`src/rtl/stage_if.sv`:
```
// Instruction fetch stage: assembles a 32-bit little-endian instruction from four
// byte reads over a granted memory port, then holds it until ID consumes or redirects.
module stage_if #(
    parameter logic [31:0] RESET_PC = 32'h00000000
) (
    input  logic        clk,
    input  logic        rst,
    input  logic        stall_i,
    input  logic        branch_flag_i,
    input  logic [31:0] branch_addr_i,
    input  logic        mem_grant_i,
    input  logic [7:0]  mem_byte_i,
    output logic        mem_req_o,
    output logic [31:0] mem_addr_o,
    output logic [31:0] pc_o,
    output logic [31:0] inst_o,
    output logic        inst_valid_o
);

    typedef enum logic [2:0] {
        StS0   = 3'd0,
        StS1   = 3'd1,
        StS2   = 3'd2,
        StS3   = 3'd3,
        StS4   = 3'd4,
        StDone = 3'd5
    } state_e;

    state_e      state_q, state_d;
    logic [31:0] fpc_q, fpc_d;
    logic        run_q, run_d;
    logic        pend_q, pend_d;
    logic [1:0]  pend_idx_q, pend_idx_d;
    logic [23:0] asm_q, asm_d;
    logic [31:0] inst_q, inst_d;
    logic [31:0] pc_q, pc_d;
    logic        valid_q, valid_d;

    logic        is_issue;
    logic [1:0]  byte_idx;
    logic        redirect;

    // run_q keeps the request low for the cycle in which reset is still being released
    always_comb begin
        is_issue   = (state_q == StS0) || (state_q == StS1) ||
                     (state_q == StS2) || (state_q == StS3);
        byte_idx   = state_q[1:0];
        mem_req_o  = run_q && is_issue;
        mem_addr_o = mem_req_o ? (fpc_q + {30'd0, byte_idx}) : 32'h0;
        redirect   = branch_flag_i && !stall_i;
    end

    always_comb begin
        state_d    = state_q;
        fpc_d      = fpc_q;
        run_d      = 1'b1;
        pend_d     = 1'b0;
        pend_idx_d = pend_idx_q;
        asm_d      = asm_q;
        inst_d     = inst_q;
        pc_d       = pc_q;
        valid_d    = valid_q;

        if (redirect) begin
            fpc_d   = branch_addr_i;
            state_d = StS0;
            valid_d = 1'b0;
        end else begin
            if (pend_q) begin
                unique case (pend_idx_q)
                    2'd0: asm_d[7:0]   = mem_byte_i;
                    2'd1: asm_d[15:8]  = mem_byte_i;
                    2'd2: asm_d[23:16] = mem_byte_i;
                    default: ;
                endcase
            end

            unique case (state_q)
                StS0, StS1, StS2, StS3: begin
                    if (mem_req_o && mem_grant_i) begin
                        pend_d     = 1'b1;
                        pend_idx_d = byte_idx;
                        state_d    = state_e'(state_q + 3'd1);
                    end
                end
                StS4: begin
                    // Byte 3 arrives this cycle and goes straight into the output word
                    inst_d  = {mem_byte_i, asm_q};
                    pc_d    = fpc_q;
                    valid_d = 1'b1;
                    state_d = StDone;
                end
                StDone: begin
                    if (!stall_i) begin
                        fpc_d   = fpc_q + 32'd4;
                        state_d = StS0;
                        valid_d = 1'b0;
                    end
                end
                default: state_d = StS0;
            endcase
        end
    end

    always_ff @(posedge clk) begin
        if (rst) begin
            state_q    <= StS0;
            fpc_q      <= RESET_PC;
            run_q      <= 1'b0;
            pend_q     <= 1'b0;
            pend_idx_q <= 2'd0;
            asm_q      <= 24'd0;
            inst_q     <= 32'd0;
            pc_q       <= 32'd0;
            valid_q    <= 1'b0;
        end else begin
            state_q    <= state_d;
            fpc_q      <= fpc_d;
            run_q      <= run_d;
            pend_q     <= pend_d;
            pend_idx_q <= pend_idx_d;
            asm_q      <= asm_d;
            inst_q     <= inst_d;
            pc_q       <= pc_d;
            valid_q    <= valid_d;
        end
    end

    assign pc_o         = pc_q;
    assign inst_o       = inst_q;
    assign inst_valid_o = valid_q;

endmodule

```
`config.mk`:
```
export PLATFORM = sky130hd
export DESIGN_NAME = stage_if
export DESIGN_NICKNAME = d
export VERILOG_FILES = /design/src/rtl/stage_if.sv
export SDC_FILE = /design/constraint.sdc
export NUM_CORES = 1
export LEC_CHECK = 0
export BUFFER_PORTS_ARGS = -buffer_cell sky130_fd_sc_hd__buf_2
export CORE_MARGIN = 2
export CORE_UTILIZATION = 46
export DETAILED_ROUTE_END_ITERATION = 7
export PLACE_DENSITY = 0.7
export SLEW_MARGIN = 20
export SYNTH_ARGS = -nofsm -noshare
export SYNTH_HDL_FRONTEND = slang
export SYNTH_SLANG_ARGS = --single-unit
export TNS_END_PERCENT = 20
```
`constraint.sdc`:
```
create_clock -name clk -period 5 [get_ports clk]
set_clock_uncertainty 0.05 [all_clocks]
set_input_delay 0.5 -clock clk [delete_from_list [all_inputs] [get_ports clk]]
set_output_delay 0.5 -clock clk [all_outputs]
set_load 0.02 [all_outputs]
```
### Word level (Yosys, flattened, before mapping)

Cells that the tools add are included.

| storage, ports and cells | value |
|---|---|
| ROM bits | 0 |
| memories | 0 |
| output and inout port bits | 98 |
| word-level logic and storage cells | 59 |
| bits in latches | 0 |
| memory bits (writable) | 0 |
| register bits after elaboration | 128 |
| input bits | 45 |

| cells by class | value |
|---|---|
| $add $sub $neg | 3 |
| shift-type cells | 0 |
| equal/unequal tests | 10 |
| multiply operators | 0 |
| divide/modulo/power cells | 0 |
| muxes and demuxes | 11 |
| magnitude comparators | 0 |
| bitwise operators | 2 |
| reduce and logical (&&, ||, !) cells | 22 |

Operators with widths:

| kind | count |
|---|---|
| $mux 32 | 4 |
| $add 32x2->32 | 1 |
| $add 32x3->32 const B | 1 |
| $reduce_and 3->1 | 4 |
| $pmux 3 s3 | 1 |
| $reduce_and 2->1 | 4 |
| $eq 3x2->1 const B | 2 |
| $eq 3x3->1 const B | 2 |
| $mux 3 | 2 |
| $ne 2x2->1 const B | 2 |
| $reduce_bool 2->1 | 2 |
| $reduce_or 4->1 | 1 |
| $add 3x1->3 const B | 1 |
| $eq 3x1->1 const B | 1 |
| $logic_and 1x1->1 | 3 |
| $logic_not 3->1 | 1 |
| $logic_or 1x1->1 | 3 |
| $mux 1 | 3 |
| $reduce_or 3->1 | 1 |
| $eq 2x1->1 const B | 1 |
| $eq 2x2->1 const B | 1 |
| $logic_not 2->1 | 1 |
| $ne 2x1->1 const B | 1 |
| $not 1->1 | 2 |
| 3 further kinds | 3 |

### Depth between registers and ports, before layout

Gate-level depths: netlist of the first run.

| depth | value |
|---|---|
| word-level depth | 8 |
| gate-level depth with buffers | 9 |
| gate-level depth less buffers | 7 |

### Worst setup path after synthesis of the first run

Ideal clock, no wire load.

| path | value |
|---|---|
| kind | flip-flop to output port |
| from | register fpc_q[3] |
| to | output mem_addr_o[28] |
| required time | 4.450 ns |
| arrival | 2.040 ns |
| path buffers | 1 |
| stages on the path, launching flop included | 8 |
| path slack | 2.410 ns |
| cell sequence | dfxtp_1 > ha_1 > nand3_2 > nor4_4 > buf_2 > nand4_1 > xor2_1 > nor2_1 |

| on the way | value |
|---|---|
| longest elaborated chain between the ends | 2 |

Ends and longest elaborated chain:

| element | line | text |
|---|---|---|
| start, declared | 30 | `logic [31:0] fpc_q, fpc_d;` |
| start signal, assigned | 118 | `fpc_q <= fpc_d;` |
| $add 32x2->32 | 49 | `mem_addr_o = mem_req_o ? (fpc_q + {30'd0, byte_idx}) : 32'h0;` |
| $mux 32 | 49 |  |
| end, declared | 14 | `output logic [31:0] mem_addr_o,` |

Every way passes these cells.

### Final worst setup path of the first run

| path | value |
|---|---|
| from | register fpc_q[2] |
| to | output mem_addr_o[22] |

Same word-level chain as after synthesis.

==> results.md, run 1 <==
- Grt ovf: 0
- Largest area contributor in the synthesized netlist: dfxtp_1
- Synth-to-Final Area Change: 19.07%
- Largest cells by area after synthesis: dfxtp_1 (41%), nand2_1 (10%), a21oi_1 (7.4%), nor2_1 (4.5%), mux2i_1 (4.2%)
- Routed len/inst: between 15 and 20 um
- Final instance area: 7406 um2
- Reg-to-reg slack, setup: 2380 ps
- Setup CP Type: flop to primary output
- Slew Viols, Final: 0
- Period utilization: 69.88%
- CTS sink cnt: approximately 130
- Async SR Flop Fraction: 0%
- Skew-Pair Late Insertion Delay: around 430 ps
- Overall global routing resource usage: 24.57%
- Layout cells sized above 1: ~22%
- Reg2Reg Depth: 6
- CTS max path bufs: 2
- Hold_buf cts: 0
- Final min period: 3494 ps
- Commonest non-fill, non-tap cell in the layout: nand2_1
- Die Footprint: ~14000 um2
- EDFF count, synth: 0
- Synth cell types: 54
- Peak supply drop: 241.2 uV
- Num ports: 143
- Num CTS Buffers: 17
- Final core utilization: 55.92%
- P_leak: just over 0.003 uW
- Initial antenna violation count: 0
- Starting Density: 46.97%
- R2r startpoint: fpc_q[2]$_SDFFE_PP0P_
- Worst Setup Start Kind: flop
- RSZ-0062 raised after global routing: no
- Core Area: 13240 um2
- Cells after Synth: 782
- H-tree depth: 4
- CP Capture Type: primary output
- Max incr delay on CP: 800 ps
- Top_reg_cell synth: dfxtp_1
- Req. time, crit path: 4450 ps
- Max Freq: ~290 MHz
- Die X: ~120 um
- R2r endpoint: fpc_q[24]$_SDFFE_PP0P_
- Outcome: completed
- CTS Root Cell: clkbuf_16
- First-pass GRT wire length: 28.04 mm
- Via-per-instance ratio: 5.456
- Max-slew headroom: 39.28%
- Via Count: between 5000 and 6000
- Worst path top cell family by delay: simple AND/OR/NAND/NOR gates
- Hold worst-path end: fpc_q[1]$_SDFFE_PP0P_
- Wirelength, routed: roughly 17 mm
- Commonest non-fill, non-tap cells in the layout: nand2_1 (173), buf_2 (141), dfxtp_1 (128)
- Vias in the first global route: around 5400
- Fin. Hold Viols: 0
- Layout Nets: 936
- Post-CTS Resized: 0
- Drt first-iter violations: 501
- Non-filler cells, final: 1070
- Post-Synthesis Cell Area: 6220 um2
- CP max stage cell: nor4_4
- Mean post-synth cell area: 7.954 um2
- Setup tns final: 0 ps
- Seq cells post-synth: 128
- DRT Pass-1 Iters: 5
- WHS Path Cells: 3
- Ys Warns: 0
- Critical Path AT: between 2000 and 3000 ps
- Syn_nets: about 840
- Cells along the critical path: ha_1 -> nand3_2 -> nor4_4 -> nand3_1 -> xor2_1 -> nor2_1 -> buf_2
- Site Rows: 42
- Input/output buffers: 142
- Worst path buffer plus inverter count: 1
- Post-CTS setup buffer count: 0
- Pwr dens: around 330 nW/um2
- Final setup fails: 0
- Placed wire-length estimate: 11.97 mm
- TritonCTS clock tree: yes
- Number of max-cap violations: 0
- Area share of the largest cell type after synthesis: 41.20%
- ANT nets after route: 0
- Diode count: 0
- Sequential area share after synthesis: 41.20%
- Hold WC Path Type: input pin to flop
- RePlAce Congestion: 0.9194
- Placed cell area: between 6000 and 7000 um2
- Worst Path Max Fanout: 17
- Placed Instances: 1039
- Design Power: approximately 2500 uW
- Hold path start: branch_addr_i[1]
- DIE HEIGHT: 120.3 um
- Largest net degree at the start of global routing: slightly below 90
- DRC: 0
- CTS clock-pin slew for the worst setup and hold paths: ~60 ps
- Slew @ Worst Pin: 910.8 ps
## layout make-up
cell class | instances | area, um2
Fill cell | 1306 | 5837
Multi-Input combinational cell | 579 | 3247
Sequential cell | 128 | 2562
Timing Repair Buffer | 148 | 758.2
Clock buffer | 20 | 456.7
Tap cell | 176 | 220.2
Clock inverter | 11 | 131.4
Inverter | 8 | 30.03
## metal layers
| layer | GRT usage [%] | wire [um] | part of all wire (%) |
|---|---|---|---|
| met5 | 0 | 0 | 0 |
| met4 | 9.884 | 387 | 2.2 |
| met3 | 4.906 | 1102 | 6.3 |
| met2 | 38.21 | 8025 | 46 |
| met1 | 33.53 | 7880 | 45 |
## metrics by stage
stage          hold slack [ps]  worst slack [ps]
4_1_cts                  278.5              1508
3_3_place_gp             390.7              2023
5_1_grt                  293.3              1337
3_5_place_dp             393.5              1992
2_1_floorplan            381.2              2410
6_report                 274.3              1506
## power by group
group / leakage [uW] / switching, uW / internal, uW
clock network: 0.000279 / 472 / 761
registers: 0.00104 / 41.0 / 1040
logic: 0.00171 / 98.4 / 58.6
## tightest hold or removal path: cells and delay by family
| kind | cells | cell delay (ps) |
|---|---|---|
| AOI/OAI and AO/OA | 1 | 50 |
| buffers and inverters | 1 | 100 |
| and+or+nand+nor | 1 | 50 |
## state kept, by name, indices dropped and copies added, names as in the netlist, 2 cells and up
| name | cells |
|---|---|
| asm_q | 24 |
| fpc_q | 32 |
| inst_o | 32 |
| pc_o | 32 |
| pend_idx_q | 2 |
| state_q | 3 |
## kinds of logic after synthesis
group,share of synthesized area (%)
multiplexers,4.184
XOR/XNOR,5.069
adder cells (fa/ha/maj),1.931
AND/OR/NAND/NOR,26.80
AO/OA/AOI/OAI,13.92
flip-flops,41.20
buffers and inverters,6.900
## worst max path at each step
| stage | to | from | slack [ps] | cells past startpoint |
|---|---|---|---|---|
| 5_1_grt | mem_addr_o[22] | fpc_q[2]$_SDFFE_PP0P_ | 1340 | 7 |
| 3_5_place_dp | mem_addr_o[26] | fpc_q[2]$_SDFFE_PP0P_ | 1990 | 7 |
| 3_3_place_gp | mem_addr_o[26] | fpc_q[2]$_SDFFE_PP0P_ | 2020 | 7 |
| 6_report | mem_addr_o[22] | fpc_q[2]$_SDFFE_PP0P_ | 1510 | 7 |
| 4_1_cts | mem_addr_o[26] | fpc_q[2]$_SDFFE_PP0P_ | 1510 | 7 |
| 2_1_floorplan | mem_addr_o[28] | fpc_q[3]$_SDFFE_PP0P_ | 2410 | 7 |
## synthesized netlist by cell type (12+ instances only)
master,number
clkbuf_1,39
o21ai_0,21
nand4_1,17
nand2_1,173
xnor2_1,16
nor3_1,12
xor2_1,20
a21oi_1,92
nand3_1,20
dfxtp_1,128
nor2_1,75
mux2i_1,26
Note: power is estimated with default switching activity, not from simulation.
==> run 2, diff against run 1 <==
--- a/config.mk
+++ b/config.mk
@@ -9,7 +9,7 @@
 export CORE_MARGIN = 2
 export CORE_UTILIZATION = 46
 export DETAILED_ROUTE_END_ITERATION = 7
-export PLACE_DENSITY = 0.7
+export PLACE_DENSITY = 0.72
 export SLEW_MARGIN = 20
 export SYNTH_ARGS = -nofsm -noshare
 export SYNTH_HDL_FRONTEND = slang
==> constraint.sdc (replaced) <==
create_clock -name clk -period 2.9 [get_ports clk]
set_clock_uncertainty 0.05 [all_clocks]
set_input_delay 0.29 -clock clk [delete_from_list [all_inputs] [get_ports clk]]
set_output_delay 0.29 -clock clk [all_outputs]
set_load 0.02 [all_outputs]
==> run 2 against run 1 <==
Cell count increased by 2.0%. Sequential cell count stayed put. Hold slack got worse by 210 ps. Utilization grew 1.6 points. Total power increased by 75%. Critical path depth down 1. Clock power grew 76%. Via count increased by 2.5%. Sequential power up 71%. Combinational power is 97% higher. Sequential share of layout area decreased by 0.86 points. Largest power group unchanged.
==> results.md, run 2 (same netlist as run 1, synthesis figures left out) <==
- Outcome: completed (unchanged)
- Input/output buffers: 142 (unchanged)
- Largest net degree at the start of global routing: 64 (was 87)
- CTS sink cnt: 128 (unchanged)
- Diode count: 0 (unchanged)
- Fin. Hold Viols: 0 (unchanged)
- Reg2Reg Depth: 6 (unchanged)
- Max incr delay on CP: 470 ps (was 800 ps)
- CP Capture Type: primary output (unchanged)
- Via Count: 5983 (was 5838)
- ANT nets after route: 0 (unchanged)
- Pwr dens: 567.2 nW/um2 (was 333.6 nW/um2)
- Metal3 WL: 1.250 mm (was 1.102 mm)
- FF+latch area: 2571 um2 (was 2562 um2)
- Layout fillers: 1294 (was 1306)
- Final min period: 2757 ps
- CP max stage cell: dfxtp_1 (was nor4_4)
- Wirelength, routed: 17.81 mm (was 17.40 mm)
- Hold path start: branch_addr_i[1] (unchanged)
- Commonest non-fill, non-tap cells in the layout: nand2_1 (173), buf_2 (141), dfxtp_1 (121) (was nand2_1 (173), buf_2 (141), dfxtp_1 (128))
- Setup CP Type: flop to primary output (unchanged)
- CTS max path bufs: 2 (unchanged)
- Peak supply drop: 386.6 uV (was 241.2 uV)
- Worst Setup Start Kind: flop (unchanged)
- Critical path launch point: fpc_q[19]$_SDFFE_PP0P_ (was fpc_q[2]$_SDFFE_PP0P_)
- Met1 wire length: 7.976 mm (was 7.880 mm)
- Grt ovf: 0 (unchanged)
- Synth-to-Final Area Change: 22.53% (was 19.07%)
- Number of max-cap violations: 0 (unchanged)
- CTS Root Cell: clkbuf_16 (unchanged)
- Period utilization: 95.08%
- DRC: 0 (unchanged)
- Die Footprint: 14470 um2 (unchanged)
- Placed wire-length estimate: 12.55 mm (was 11.97 mm)
- Num CTS Buffers: 17 (unchanged)
- Drt first-iter violations: 458 (was 501)
- DRT Pass-1 Iters: 5 (unchanged)
- Via-per-instance ratio: 5.484 (was 5.456)
- Initial antenna violation count: 0 (unchanged)
- DR WL met2: 8.308 mm (was 8.025 mm)
- TritonCTS clock tree: yes (unchanged)
- CTS clock-pin slew for the worst setup and hold paths: 60 ps (about the same)
- R2r startpoint: state_q[1]$_SDFFE_PP0P_ (was fpc_q[2]$_SDFFE_PP0P_)
- Layout cells sized above 1: 24.70% (was 21.81%)
- Max-slew headroom: 49.87% (was 39.28%)
- Hold_buf cts: 0 (unchanged)
- H-tree depth: 4 (unchanged)
- Crit path to: mem_addr_o[27] (was mem_addr_o[22])
- Reg-to-reg slack, setup: 600 ps (was 2380 ps)
- Vias in the first global route: 5419 (was 5427)
- Slew @ Worst Pin: 750.2 ps (was 910.8 ps)
- Multi-input logic area: 3264 um2 (was 3247 um2)
- Hold_ws: 66.28 ps (was 274.3 ps)
- R2r endpoint: fpc_q[21]$_SDFFE_PP0P_ (was fpc_q[24]$_SDFFE_PP0P_)
- Critical Path AT: 2420 ps (was 2940 ps)
- Overall global routing resource usage: 24.70% (was 24.57%)
- First-pass GRT wire length: 28.14 mm (was 28.04 mm)
- Site Rows: 42 (unchanged)
- RSZ-0062 raised after global routing: no (unchanged)
- RePlAce Congestion: 0.9384 (was 0.9194)
- Top Metal Used: met4 (unchanged)
- Core Area: 13240 um2 (unchanged)
- DIE HEIGHT: 120.3 um (unchanged)
- Skew-Pair Late Insertion Delay: 430 ps (about the same)
- Hold WC Path Type: input pin to flop (unchanged)
- Worst Path Max Fanout: 7 (was 17)
- Worst path top cell family by delay: simple AND/OR/NAND/NOR gates (unchanged)
- Max Freq: between 300 and 400 MHz
- Cells along the critical path: nand2_1 -> nor4_4 -> nand4_2 -> or3_1 -> a21oi_1 -> buf_2 (was ha_1 -> nand3_2 -> nor4_4 -> nand3_1 -> xor2_1 -> nor2_1 -> buf_2)
- P_leak: 0.003150 uW (was 0.003023 uW)
- Critical path depth in cells: 6 (was 7)
- Req. time, crit path: 2560 ps (was 4450 ps)
- Slew Viols, Final: 0 (unchanged)
- Layout Nets: 956 (was 936)
- Final setup fails: 0 (unchanged)
- Commonest non-fill, non-tap cell in the layout: nand2_1 (unchanged)
- Routed len/inst: 16.32 um (was 16.26 um)
- Setup tns final: 0 ps (unchanged)
- Starting Density: 46.97% (unchanged)
- Num ports: 143 (unchanged)
- Worst path buffer plus inverter count: 1 (unchanged)
- Die X: 120.3 um (unchanged)
## run 2: cell types whose count changed in the layout (fill, tap and decap cells not counted), moves of 2 or more
cell / delta
inv_6: +4
dfxtp_1: -7
clkbuf_8: -2
clkinvlp_4: -2
inv_8: +2
buf_4: +17
buf_12: +2
dfxtp_2: +7
## run 2: through the flow
stage	power (uW)	cell area (um2)	setup slack, ps	utilization [%]	instances
after CTS	4331	7569	5.498	57.15	1088
final	4323	7621	142.5	57.55	1091
after detailed placement	2186	6970	426.3	52.64	1056
after global placement	2184	6970	476.2	52.64	1056
after floorplan	2077	6220	520.4	-	782
after global routing	4457	7621	7.041	57.55	1091
## run 2: cell type report
type / count / area share (%)
multi-input cells: 579 / 42.83
repair buffers: 168 / 12.30
flip-flops and latches: 128 / 33.74
clock buffers: 18 / 5.631
inverters: 8 / 0.3940
well taps: 176 / 2.890
clock inverters: 14 / 2.216
## run 2: where the power goes
part / internal [uW] / leakage (uW) / switching [uW]
Clock: 1300 / 0.000291 / 872
Combinational: 114 / 0.00182 / 196
Sequential: 1790 / 0.00104 / 51.4
Total: 3200 / 0.00315 / 1120
## run 2: worst min path at each step
stage                              end  slack (ps)  depth (start not counted)
3_5_place_dp   inst_o[10]$_SDFFE_PP0P_         390                          2
5_1_grt          fpc_q[1]$_SDFFE_PP0P_          70                          3
6_report         fpc_q[1]$_SDFFE_PP0P_          70                          3
3_3_place_gp   inst_o[14]$_SDFFE_PP0P_         390                          2
2_1_floorplan    fpc_q[0]$_SDFFE_PP0P_         380                          2
4_1_cts          fpc_q[1]$_SDFFE_PP0P_          60                          3
## run 2: what timing repair did
item,4_1_cts,5_1_grt
gates resized for setup,0,13
setup endpoints to repair,3,13
pin swaps,1,1
setup buffers,0,3
endpoints found under the hold margin,0,0
## run 2: per-layer routing
| layer | vias to the layer above | track usage (%) |
|---|---|---|
| li1 | 2903 | - |
| met1 | 2824 | 33.31 |
| met2 | 232 | 38.71 |
| met3 | 24 | 6.226 |
| met4 | 0 | 8.212 |
| met5 | - | 0 |
## run 2: tightest hold or removal path, stage by stage
cell and delay, ps:
buf_2 100, nand2_1 50, a21oi_1 50
